<file path="src/rtl/sync_fifo_p_pkg.sv">
// Shared definitions for the parametrised synchronous FIFO: default
// geometry, read-mode encodings and the per-cycle operation decode.
package sync_fifo_p_pkg;

  localparam int FIFO_DW_DEFAULT = 16;
  localparam int FIFO_AW_DEFAULT = 4;

  // Read-port behaviour selection
  localparam int FIFO_MODE_STD  = 0;
  localparam int FIFO_MODE_FWFT = 1;

  // What the FIFO actually does on a clock edge, after acceptance rules
  typedef enum logic [1:0] {
    OP_IDLE  = 2'b00,
    OP_WRITE = 2'b01,
    OP_READ  = 2'b10,
    OP_BOTH  = 2'b11
  } fifo_op_e;

  function automatic fifo_op_e fifo_op(input logic wr_acc, input logic rd_acc);
    return fifo_op_e'({rd_acc, wr_acc});
  endfunction

endpackage

</file>
<file path="src/rtl/sync_fifo_p_if.sv">
// Producer/consumer handshake and status bundle of the synchronous FIFO.
// master = the block driving requests, slave = the FIFO itself.
interface sync_fifo_p_if
  import sync_fifo_p_pkg::*;
#(
  parameter int DW = FIFO_DW_DEFAULT,
  parameter int AW = FIFO_AW_DEFAULT
);

  logic          wr;
  logic [DW-1:0] din;
  logic          rd;
  logic          clr_err;

  logic [DW-1:0] dout;
  logic          valid;
  logic          full;
  logic          almostfull;
  logic          empty;
  logic          almostempty;
  logic [AW:0]   count;
  logic          over;
  logic          under;

  modport master (
    output wr, din, rd, clr_err,
    input  dout, valid, full, almostfull, empty, almostempty, count, over, under
  );

  modport slave (
    input  wr, din, rd, clr_err,
    output dout, valid, full, almostfull, empty, almostempty, count, over, under
  );

endinterface

</file>
<file path="src/rtl/sync_fifo_p_ram.sv">
// FIFO storage: DEPTH x DW register array, synchronous write, asynchronous
// read. Contents are intentionally not reset.
module fifo_ram #(
  parameter int DW = 16,
  parameter int AW = 4
) (
  input  logic          clk,
  input  logic          we,
  input  logic [AW-1:0] waddr,
  input  logic [DW-1:0] wdata,
  input  logic [AW-1:0] raddr,
  output logic [DW-1:0] rdata
);

  localparam int DEPTH = 2**AW;

  logic [DW-1:0] mem_q [DEPTH];

  // Store the accepted write word
  always_ff @(posedge clk) begin
    if (we) begin
      mem_q[waddr] <= wdata;
    end
  end

  // Head word is always visible combinationally
  assign rdata = mem_q[raddr];

endmodule

</file>
<file path="src/rtl/sync_fifo_p.sv">
// Parametrised single-clock FIFO with programmable almost-full/almost-empty
// levels, occupancy count, sticky overflow/underflow flags and an optional
// first-word-fall-through read port. Storage lives in fifo_ram; all control
// state (pointers, count, error flags, read register) lives here.
module sync_fifo_p
  import sync_fifo_p_pkg::*;
#(
  parameter int DW       = FIFO_DW_DEFAULT,
  parameter int AW       = FIFO_AW_DEFAULT,
  parameter int AF_LEVEL = (2**AW) - 2,
  parameter int AE_LEVEL = 2,
  parameter int FWFT     = FIFO_MODE_STD
) (
  input  logic          clk,
  input  logic          rst,
  sync_fifo_p_if.slave  bus
);

  localparam int          DEPTH   = 2**AW;
  localparam logic [AW:0] DEPTH_C = (AW+1)'(DEPTH);
  localparam logic [AW:0] AF_C    = (AW+1)'(AF_LEVEL);
  localparam logic [AW:0] AE_C    = (AW+1)'(AE_LEVEL);

  // Catch unusable threshold / mode settings at elaboration
  if (AF_LEVEL < 1 || AF_LEVEL > DEPTH) begin : g_bad_af
    $error("sync_fifo_p: AF_LEVEL=%0d outside 1..%0d", AF_LEVEL, DEPTH);
  end
  if (AE_LEVEL < 0 || AE_LEVEL > DEPTH - 1) begin : g_bad_ae
    $error("sync_fifo_p: AE_LEVEL=%0d outside 0..%0d", AE_LEVEL, DEPTH - 1);
  end
  if (FWFT != FIFO_MODE_STD && FWFT != FIFO_MODE_FWFT) begin : g_bad_mode
    $error("sync_fifo_p: FWFT=%0d is not a known read mode", FWFT);
  end

  logic [AW-1:0] wptr_q, wptr_d;
  logic [AW-1:0] rptr_q, rptr_d;
  logic [AW:0]   count_q, count_d;
  logic          over_q, over_d;
  logic          under_q, under_d;

  logic          full;
  logic          empty;
  logic          wr_acc;
  logic          rd_acc;
  logic [DW-1:0] ram_rdata;

  // Status decode from the registered count; acceptance rules.
  // A write into a full FIFO is allowed when a read frees a slot this cycle.
  always_comb begin
    full   = (count_q == DEPTH_C);
    empty  = (count_q == '0);
    rd_acc = bus.rd && !empty;
    wr_acc = bus.wr && (!full || rd_acc);
  end

  // Next-state for pointers, occupancy and sticky error flags
  always_comb begin
    wptr_d  = wptr_q;
    rptr_d  = rptr_q;
    count_d = count_q;
    unique case (fifo_op(wr_acc, rd_acc))
      OP_WRITE: begin
        wptr_d  = wptr_q + 1'b1;
        count_d = count_q + 1'b1;
      end
      OP_READ: begin
        rptr_d  = rptr_q + 1'b1;
        count_d = count_q - 1'b1;
      end
      OP_BOTH: begin
        wptr_d = wptr_q + 1'b1;
        rptr_d = rptr_q + 1'b1;
      end
      default: ;
    endcase

    // A new error in the same cycle as clr_err keeps the flag set
    if (bus.wr && !wr_acc) begin
      over_d = 1'b1;
    end else if (bus.clr_err) begin
      over_d = 1'b0;
    end else begin
      over_d = over_q;
    end

    if (bus.rd && !rd_acc) begin
      under_d = 1'b1;
    end else if (bus.clr_err) begin
      under_d = 1'b0;
    end else begin
      under_d = under_q;
    end
  end

  // Control state registers
  always_ff @(posedge clk) begin
    if (rst) begin
      wptr_q  <= '0;
      rptr_q  <= '0;
      count_q <= '0;
      over_q  <= 1'b0;
      under_q <= 1'b0;
    end else begin
      wptr_q  <= wptr_d;
      rptr_q  <= rptr_d;
      count_q <= count_d;
      over_q  <= over_d;
      under_q <= under_d;
    end
  end

  fifo_ram #(
    .DW (DW),
    .AW (AW)
  ) u_ram (
    .clk   (clk),
    .we    (wr_acc),
    .waddr (wptr_q),
    .wdata (bus.din),
    .raddr (rptr_q),
    .rdata (ram_rdata)
  );

  if (FWFT == FIFO_MODE_FWFT) begin : g_fwft
    // Head word presented directly; zero while empty so reset leaves dout=0
    assign bus.dout  = empty ? '0 : ram_rdata;
    assign bus.valid = !empty;
  end else begin : g_std
    logic [DW-1:0] dout_q, dout_d;
    logic          valid_q, valid_d;

    // Capture the head on an accepted read; valid pulses for one cycle
    always_comb begin
      valid_d = rd_acc;
      dout_d  = rd_acc ? ram_rdata : dout_q;
    end

    // Read data register
    always_ff @(posedge clk) begin
      if (rst) begin
        dout_q  <= '0;
        valid_q <= 1'b0;
      end else begin
        dout_q  <= dout_d;
        valid_q <= valid_d;
      end
    end

    assign bus.dout  = dout_q;
    assign bus.valid = valid_q;
  end

  assign bus.count       = count_q;
  assign bus.full        = full;
  assign bus.empty       = empty;
  assign bus.almostfull  = (count_q >= AF_C);
  assign bus.almostempty = (count_q <= AE_C);
  assign bus.over        = over_q;
  assign bus.under       = under_q;

endmodule
</file>
<file path="src/flat_wrapper.sv">
// flat-port wrapper written by rule: the top's interface ports become plain ports
module sync_fifo_p_flat import sync_fifo_p_pkg::*;
#(
  parameter int DW       = FIFO_DW_DEFAULT,
  parameter int AW       = FIFO_AW_DEFAULT,
  parameter int AF_LEVEL = (2**AW) - 2,
  parameter int AE_LEVEL = 2,
  parameter int FWFT     = FIFO_MODE_STD
)
  (clk, rst, bus_wr, bus_din, bus_rd, bus_clr_err, bus_dout, bus_valid, bus_full, bus_almostfull, bus_empty, bus_almostempty, bus_count, bus_over, bus_under);
  sync_fifo_p_if #(.DW(DW), .AW(AW)) bus_i ();
  input  logic clk;
  input  logic rst;
  input wire logic [$bits(bus_i.wr)-1:0] bus_wr;
  input wire logic [$bits(bus_i.din)-1:0] bus_din;
  input wire logic [$bits(bus_i.rd)-1:0] bus_rd;
  input wire logic [$bits(bus_i.clr_err)-1:0] bus_clr_err;
  output wire logic [$bits(bus_i.dout)-1:0] bus_dout;
  output wire logic [$bits(bus_i.valid)-1:0] bus_valid;
  output wire logic [$bits(bus_i.full)-1:0] bus_full;
  output wire logic [$bits(bus_i.almostfull)-1:0] bus_almostfull;
  output wire logic [$bits(bus_i.empty)-1:0] bus_empty;
  output wire logic [$bits(bus_i.almostempty)-1:0] bus_almostempty;
  output wire logic [$bits(bus_i.count)-1:0] bus_count;
  output wire logic [$bits(bus_i.over)-1:0] bus_over;
  output wire logic [$bits(bus_i.under)-1:0] bus_under;
  assign bus_i.wr = bus_wr;
  assign bus_i.din = bus_din;
  assign bus_i.rd = bus_rd;
  assign bus_i.clr_err = bus_clr_err;
  assign bus_dout = bus_i.dout;
  assign bus_valid = bus_i.valid;
  assign bus_full = bus_i.full;
  assign bus_almostfull = bus_i.almostfull;
  assign bus_empty = bus_i.empty;
  assign bus_almostempty = bus_i.almostempty;
  assign bus_count = bus_i.count;
  assign bus_over = bus_i.over;
  assign bus_under = bus_i.under;
  sync_fifo_p #(.DW(DW), .AW(AW), .AF_LEVEL(AF_LEVEL), .AE_LEVEL(AE_LEVEL), .FWFT(FWFT)) u_core (.clk(clk), .rst(rst), .bus(bus_i));
endmodule
</file>
<file path="config.mk">
export PLATFORM = sky130hd
export DESIGN_NAME = sync_fifo_p_flat
export DESIGN_NICKNAME = d
export VERILOG_FILES = /design/src/rtl/sync_fifo_p_pkg.sv /design/src/rtl/sync_fifo_p_if.sv /design/src/rtl/sync_fifo_p_ram.sv /design/src/rtl/sync_fifo_p.sv /design/src/flat_wrapper.sv
export SDC_FILE = /design/constraint.sdc
export NUM_CORES = 1
export LEC_CHECK = 0
export CORE_MARGIN = 5
export CORE_UTILIZATION = 29
export CTS_CLUSTER_SIZE = 24
export DETAILED_ROUTE_END_ITERATION = 16
export GPL_ROUTABILITY_DRIVEN = 0
export GPL_TIMING_DRIVEN = 0
export SYNTH_ARGS = -nofsm -noshare
export SYNTH_HDL_FRONTEND = slang
export SYNTH_HIERARCHICAL = 1
export SYNTH_SLANG_ARGS = --single-unit
export TNS_END_PERCENT = 1
</file>
<file path="constraint.sdc">
create_clock -name clk -period 4.4 [get_ports clk]
set_clock_uncertainty 0.05 [all_clocks]
set_input_delay 0.44 -clock clk [delete_from_list [all_inputs] [get_ports clk]]
set_output_delay 0.44 -clock clk [all_outputs]
set_load 0.05 [all_outputs]
</file>
==> Yosys cells after proc, flatten, opt, wreduce, memory -nomap -nowiden <==
Memories as Yosys holds them, arrays and structs flattened. A register that Yosys moved wholly into a read port is not among the register bits.
Index checks and enable logic that the tools add are counted.
{ "totals": {"register_bits": 16, "mem_bits_rw": 256, "out_inout_bits": 28, "memories": 1} }
{ "memory_table": {"columns": ["name", "depth", "word_bits", "read_ports", "rd_ports_with_merged_regs", "wr", "line_no", "source"], "rows": [
  ["u_core.u_ram.mem_q", 16, 16, 1, 1, 1, "sync_fifo_p_ram.sv:17", "logic [DW-1:0] mem_q [DEPTH];"]
]} }
{ "classes": {"add_sub_neg": 4, "n_lt_le_gt_ge": 2, "eq_ne": 4, "mux": 6, "reduce_logical": 15} }
{ "op_table": {"columns": ["operator", "n"], "rows": [
  ["5-bit case mux with 2 select lines", 1],
  ["4-bit by 1-bit adder with 4-bit output (second input constant)", 2],
  ["2-bit nonzero test", 3],
  ["5-bit by 1-bit adder with 5-bit output (second input constant)", 1],
  ["5-bit equality test (second input constant)", 1],
  ["5-bit by 4-bit >= comparator with 1-bit output (second input constant)", 1],
  ["5-bit by 2-bit less-or-equal comparator with 1-bit output (second input constant)", 1],
  ["5-bit zero test", 1],
  ["1-bit two-way mux", 5],
  ["5-bit by 1-bit subtractor with 5-bit output (second input constant)", 1],
  ["2-bit equality test (second input constant)", 2],
  ["1-bit logical AND", 4],
  ["1-bit zero test", 4],
  ["2-bit OR reduction", 2],
  ["2-bit by 1-bit equality test with 1-bit output (second input constant)", 1],
  ["1-bit logical OR", 1]
]} }

==> Longest topological paths before layout <==
Gate-level depths: netlist (run 1).
{ "depth": {"depth_word": 8, "mapped_depth": 9} }

==> By module <==
The synthesis (run 1) kept the hierarchy.
{ "by_module_without_submodules": {"columns": ["mod", "n_inst", "cells_each", "area_per_inst_um2"], "rows": [
  ["fifo_ram", 1, 416, 9723.1],
  ["sync_fifo_p", 1, 155, 1524.0]
]} }

==> Worst setup path after synthesis (run 1) <==
OpenSTA, ideal clock, no wires.
{ "synth_path": {"kind": "reg-to-reg", "from": "register u_core.count_q[0] (netlist: u_core/bus.count[0])", "to": "memory u_core.u_ram.mem_q[0][0], enable pin", "setup_time_ns": 0.409, "arrival_time_ns": 2.967, "slack_ns": 0.974, "path_stages_with_launch": 5, "path_buffers": 0, "cell_sequence": "dfxtp_1 > nor4_4 > a21oi_1 > or3b_2 > nor3_1"} }
{ "synth_via": {"elab_chain_len": 7, "elab_cells_between_ends": 9} }
{ "synth_rtl": {"columns": ["item", "line_no", "source"], "rows": [
  ["start, declared", "sync_fifo_p.sv:37", "logic [AW:0] count_q, count_d;"],
  ["start signal, assigned", "sync_fifo_p.sv:106", "count_q <= count_d;"],
  ["5-bit zero test", "sync_fifo_p.sv:51", "empty = (count_q == '0);"],
  ["1-bit zero test", "sync_fifo_p.sv:52", "rd_acc = bus.rd && !empty;"],
  ["1-bit logical AND", "sync_fifo_p.sv:52", null],
  ["1-bit logical OR *", "sync_fifo_p.sv:53", "wr_acc = bus.wr && (!full || rd_acc);"],
  ["1-bit logical AND *", "sync_fifo_p.sv:53", null],
  ["named net u_core.wr_acc", "sync_fifo_p.sv:43", "logic wr_acc;"],
  ["1-bit two-way mux *", "sync_fifo_p_ram.sv:21", "if (we) begin"],
  ["1-bit two-way mux (implied by the code) *", "sync_fifo_p_ram.sv:22", "mem_q[waddr] <= wdata;"],
  ["end, declared", "sync_fifo_p_ram.sv:17", null]
]} }
Mark *: on every way through the listed nets, which the timed path passes. The rest lies on a longest branch.

==> Worst setup path after layout (run 1) <==
{ "layout_path": {"from": "register u_core.count_q[1] (netlist: u_core/bus.count[1])", "to": "memory u_core.u_ram.mem_q[0][8], enable pin"} }
The elaborated chain is that of the path after synthesis.

==> metrics, run 1 <==
Post-CTS Setup Inserts 0; Post-synth EDFFs 256; Post-Syn Area 0.0112 mm^2; port bufs 46; Core Footprint approximately 0.038 mm^2; Leak Pwr between 4 and 5 nW; IO Pins approximately 50; Crit-path slowest cell nor3_2; GR Overflow Total 0; Area growth syn-to-layout 20.8%; asr flop ratio synth 0%; fin crit period slightly above 3 ns; Via density between 4 and 5; post-DP HPWL approximately 17000 um; post-synth cell types slightly below 50; initial antenna violation count 0; CTS tree done; final hold vios 0; Final Total Pwr 7.74 mW; Synth Flop Type edfxtp_1; WL final ~25000 um; DR pass1 iterations 5; CP max FO 9; Antenna Violating Nets Remaining 0; crit-path cells nor4_4 > a21oi_1 > or3b_2 > nor3_2 > buf_6; clk sinks 288; commonest non-fill, non-tap cell in the layout edfxtp_1; latest clock arrival within the worst-skew pair ~0.54 ns; violation count after the first detailed-route iteration 472; crit-path max cell delay ~0.70 ns; maximum VDD drop between 200 and 300 uV; relative slew slack 37.9%; Ys Warns 6; global-route wire length before repair 37900 um; Post-Syn Area per Cell 19.7 um^2; crit path kind reg -> reg; Cell Rows slightly above 70; clock slew at reported path FFs 0.06 ns; CTS root buf clkbuf_16; largest net degree at the start of global routing 17; CP startpoint kind flop; Post-CTS Resized 0; Slew Limit Fails 0; chip height 207 um; syn nets 598; clk buf depth 3; number of global-route vias before repair just under 6000; max-cap violations 0; Worst-Margin Slew around 0.93 ns; Tcrit/Tclk final a little over two thirds; Initial Util approximately 30%; post-DR wirelength/cell ~21 um; Required @ worst endpoint ~4.6 ns; RSZ-0062 raised after global routing false; pwr dens 570 mW/mm^2; setup violators final 0; sequential area share after synthesis approximately three quarters; detailed-route via count roughly 5800; most frequent cells in the layout edfxtp_1, mux4_2, clkdlybuf4s50_1; GRT Total Usage between 10% and 20%; share of cells above drive strength 1 22.1%; CP arrival around 3.3 ns; n_diodes 0; area of the multi-input gates around 0.0028 mm^2; H-tree Lvls 1; # DRC 0; Crit. End Element flop; clock buffer count from CTS 28; HP Class in -> reg; register bit count reported by yosys approximately 290; run status finished, final reports clean; # fillers ~3600; DIE AREA between 0.04 and 0.05 mm^2; cells after synthesis about 570; Fmax approximately 320 MHz; Sequential Area roughly 0.0083 mm^2; Layout Nets approximately 690; Hold Slack 0.269 ns; DIE WIDTH roughly 210 um; CTS Hold Bufs 0
==> cells by family (layout without fill, tap and decap cells) <==
family	Yosys count	after routing	share of synthesized area [%]
AND/OR/NAND/NOR	97	97	4.19
XOR/XNOR	7	7	0.545
adder cells (fa/ha/maj)	6	6	0.734
buffers and inverters	35	151	1.89
multiplexers	84	84	15.0
flip-flops	288	288	74.0
AO/OA/AOI/OAI	54	54	3.62
==> report_power, final <==
| group | internal [mW] | total, mW | switching, mW |
|---|---|---|---|
| logic | 0.953 | 2.14 | 1.19 |
| clock network | 1.41 | 2.38 | 0.975 |
| registers | 3.11 | 3.21 | 0.107 |
==> layer usage <==
layer	global-route usage [%]	up-vias	wire length, um
met5	0	-	0
met4	2.67	0	559
met3	2.17	40	1600
met2	18.0	180	11200
met1	17.8	3020	11700
li1	-	2523	-
==> final cells by class <==
class                           instances  area share (%)
Timing Repair Buffer                   64            5.21
Inverter                                6           0.166
Sequential cell                       288            61.3
Tap cell                              518            4.77
Clock buffer                           42            6.07
Clock inverter                         10           0.765
Multi-Input combinational cell        248            20.3
Buffer                                 29            1.40
==> registers in the layout (all words and copies together) (netlist names) <==
name	cells
u_core/bus.valid	1
u_core/rptr_q	4
u_core/u_ram/mem_q	256
u_core/bus.dout	16
u_core/bus.under	1
u_core/bus.over	1
u_core/wptr_q	4
u_core/bus.count	5
==> per-stage QoR <==
step / TNS, ns / instance area [um^2] / util, % / instances / setup slack [ns]
6_report: 0 / 13600 / 35.3 / 1205 / 1.30
5_1_grt: 0 / 13600 / 35.3 / 1205 / 1.11
4_1_cts: 0 / 13600 / 35.3 / 1205 / 1.25
3_5_place_dp: 0 / 12700 / 32.9 / 1153 / 0.811
3_3_place_gp: -28.26 / 12400 / 32.1 / 1135 / -0.618
2_1_floorplan: 0 / 11200 / - / 571 / 0.974
==> worst max-delay path, delay by kind of cell (launching register included) <==
| family | cells | cell delay, ns |
|---|---|---|
| flops | 1 | 0.57 |
| buf+inv | 1 | 0.28 |
| simple gates | 3 | 1.41 |
| compound gates | 1 | 0.48 |
==> synthesized netlist by cell type (all sizes together) (2+ instances only) <==
cell | instances | area share (%)
a21oi | 8 | 0.36
a22oi | 33 | 2.2
and2 | 3 | 0.19
buf | 18 | 1.3
clkbuf | 11 | 0.37
dfxtp | 32 | 5.7
edfxtp | 256 | 68
ha | 5 | 0.56
inv | 6 | 0.20
mux2i | 19 | 1.7
mux4 | 64 | 13
nand2 | 20 | 0.67
nand2b | 3 | 0.17
nand3 | 3 | 0.13
nand3b | 2 | 0.13
nand4b | 2 | 0.16
nor2 | 43 | 1.4
nor2b | 8 | 0.45
nor3 | 4 | 0.18
o211ai | 2 | 0.13
o21ai | 3 | 0.27
or3 | 3 | 0.17
xnor2 | 3 | 0.23
xor2 | 4 | 0.31
==> worst paths after layout <==
| kind | to | slack [ns] | startpoint | cells after the start |
|---|---|---|---|---|
| setup / recovery | u_core/u_ram/mem_q[0][8] | 1.30 | u_core/bus.count[1] | 5 |
| hold / removal | u_core/bus.count[3] | 0.27 | rst | 2 |
| setup reg to reg | u_core/u_ram/mem_q[0][8] | 1.30 | u_core/bus.count[1] | 5 |
| hold reg to reg | u_core/bus.over | 0.44 | u_core/bus.over | 2 |
(Power assumes the default switching activity.)
==> run 2, diff against run 1 <==
clock period = 3.2 ns   (was 4.4 ns; I/O delays follow)
==> run 2 against run 1 <==
Effect of this change:
- sequential share of layout area fell by 0.70 points
- fmax rose by 9.3%
- non-clock buffer count rose by 1
- largest cell class unchanged
- largest power group unchanged
- sequential power up 38%
- clock power rose by 48%
- highest routed layer unchanged
==> metrics, run 2 (same netlist as run 1, synthesis figures left out) <==
run status finished, final reports clean (unchanged); DR pass1 iterations 5 (unchanged); clk buf depth 3 (unchanged); initial antenna violation count 0 (unchanged); Final Instance Area 0.0137 mm^2 (was 0.0136 mm^2); H-tree Lvls 1 (unchanged); DIE AREA 0.0428 mm^2 (unchanged); CP max FO 9 (unchanged); n_diodes 0 (unchanged); maximum VDD drop 421 uV (was 286 uV); Worst Reg-to-Reg Cells 5 (unchanged); area of the multi-input gates 0.00276 mm^2 (about the same); GR Overflow Total 0 (unchanged); RSZ-0062 raised after global routing false (unchanged); final worst slack 0.361 ns (was 1.30 ns); Hold EP u_core/bus.under (was u_core/bus.count[3]); CP startpoint kind flop (unchanged); placed cell area 0.0127 mm^2 (about the same); Leak Pwr 4.45 nW (was 4.39 nW); WL final 25400 um (was 25100 um); Hold Path Stages 3 (was 2); Fmax 352 MHz (was 322 MHz); most frequent cells in the layout edfxtp_1, mux4_2, clkdlybuf4s50_1 (unchanged); Via density 4.70 (was 4.78); chip height 207 um (unchanged); GRT Total Usage 11.7% (was 11.8%); Biggest register u_core/u_ram/mem_q (unchanged); clock slew at reported path FFs 0.06 ns (about the same); Required @ worst endpoint 3.40 ns (was 4.59 ns); Tcrit/Tclk final 88.7% (was 70.5%); global-route wire length before repair 37400 um (was 37900 um); crit-path cells nor4_4 > a21oi_1 > or3b_2 > nor2_2 > buf_8 (was nor4_4 > a21oi_1 > or3b_2 > nor3_2 > buf_6); CTS Hold Bufs 0 (unchanged); HP Class in -> reg (unchanged); fin cells 1210 (was 1205); DIE WIDTH 207 um (unchanged); Sequential Area 0.00833 mm^2 (unchanged); Post-CTS Setup Inserts 0 (unchanged); clock buffer count from CTS 30 (was 28); Antenna Violating Nets Remaining 0 (unchanged); number of global-route vias before repair 5607 (was 5869); setup violators final 0 (unchanged); # DRC 0 (unchanged); Setup Slack @ Placement -0.0216 ns (was 0.811 ns); detailed-route via count 5691 (was 5763); CTS tree done (unchanged); clk sinks 288 (unchanged); post-DR wirelength/cell 21.0 um (was 20.8 um); FF-to-FF setup slack 0.36 ns (was 1.30 ns); CTS root buf clkbuf_16 (unchanged); IO Pins 49 (unchanged); largest net degree at the start of global routing 17 (unchanged); Layout Nets 695 (was 692); max-cap violations 0 (unchanged); Final Total Pwr 10.9 mW (was 7.74 mW); post-DP HPWL 16600 um (about the same); crit path kind reg -> reg (unchanged); Slew Limit Fails 0 (unchanged); Crit. End Element flop (unchanged); max reg flops 256 (unchanged); placed cells 1154 (was 1153); latest clock arrival within the worst-skew pair 0.55 ns (was 0.54 ns); R2R Path End u_core/u_ram/mem_q[3][0] (was u_core/u_ram/mem_q[0][8]); Worst-Margin Slew 0.939 ns (was 0.931 ns); Area growth syn-to-layout 22.1% (was 20.8%); # fillers 3561 (was 3590); Worst Min Path Start bus_rd (was rst); port bufs 46 (unchanged); Initial Util 29.2% (unchanged); r2r startpoint u_core/bus.count[0] (was u_core/bus.count[1]); final hold vios 0 (unchanged); Crit-path slowest cell or3b_2 (was nor3_2); Cell Rows 72 (unchanged); commonest non-fill, non-tap cell in the layout edfxtp_1 (unchanged); Post-CTS Resized 0 (unchanged); CP arrival 3.04 ns (was 3.29 ns); Core Footprint 0.0385 mm^2 (unchanged); share of cells above drive strength 1 22.3% (was 22.1%); pwr dens 792 mW/mm^2 (was 570 mW/mm^2); violation count after the first detailed-route iteration 434 (was 472); relative slew slack 37.4% (was 37.9%); crit-path max cell delay 0.59 ns (was 0.70 ns); fin crit period 2.84 ns (was 3.10 ns)
run 2: cell types whose count changed in the layout (fill, tap and decap cells not counted), sizes merged:
cell / delta
clkinv: +3
bufinv: +2
buf: +1
clkbuf: -2
inv: +1
run 2: critical path, delay by kind of cell (launching register included):
family	cells	cell delay [ns]
simple gates	3	1.27
flops	1	0.53
compound gates	1	0.45
buf+inv	1	0.23
run 2: layout make-up:
| cell class | instances | share of cell area, % |
|---|---|---|
| flip-flops and latches | 288 | 60.6 |
| multi-input cells | 248 | 20.1 |
| clock buffers | 40 | 5.96 |
| repair buffers | 65 | 5.64 |
| well taps | 518 | 4.72 |
| clock inverters | 16 | 1.41 |
| plain buffers | 29 | 1.38 |
| inverters | 6 | 0.164 |
run 2: worst max-delay path by stage:
| stage | start | endpoint | slack, ns | cells after the start |
|---|---|---|---|---|
| 4_1_cts | u_core/bus.count[4] | bus_empty | 0.34 | 4 |
| 2_1_floorplan | u_core/bus.count[0] | u_core/u_ram/mem_q[4][0] | 0.08 | 4 |
| 6_report | u_core/bus.count[0] | u_core/u_ram/mem_q[3][0] | 0.36 | 5 |
| 3_5_place_dp | bus_wr | u_core/u_ram/mem_q[2][7] | -0.02 | 6 |
| 3_3_place_gp | bus_wr | u_core/u_ram/mem_q[8][9] | -1.61 | 5 |
| 5_1_grt | u_core/bus.count[0] | u_core/u_ram/mem_q[2][11] | 0.22 | 5 |
run 2: power by group:
group / leakage (nW) / internal [mW] / total, mW / switching, mW
combinational: 1.38 / 1.31 / 2.93 / 1.62
sequential: 2.57 / 4.27 / 4.43 / 0.155
clock: 0.489 / 2.12 / 3.52 / 1.40
total: 4.45 / 7.71 / 10.9 / 3.17
run 2: through the flow:
step | setup TNS (ns) | hold slack (ns) | util [%]
global route | 0 | 0.169 | 35.7
global placement | -189.83 | 0.420 | 32.1
CTS | 0 | 0.132 | 35.7
detailed placement | -0.162 | 0.436 | 33.1
finish | 0 | 0.151 | 35.7
floorplan | 0 | 0.369 | -
run 2: metal layers:
layer	track usage, %	part of all wire, %
met5	0	0
met4	2.31	1.5
met3	2.67	7.4
met2	17.5	45
met1	17.7	46
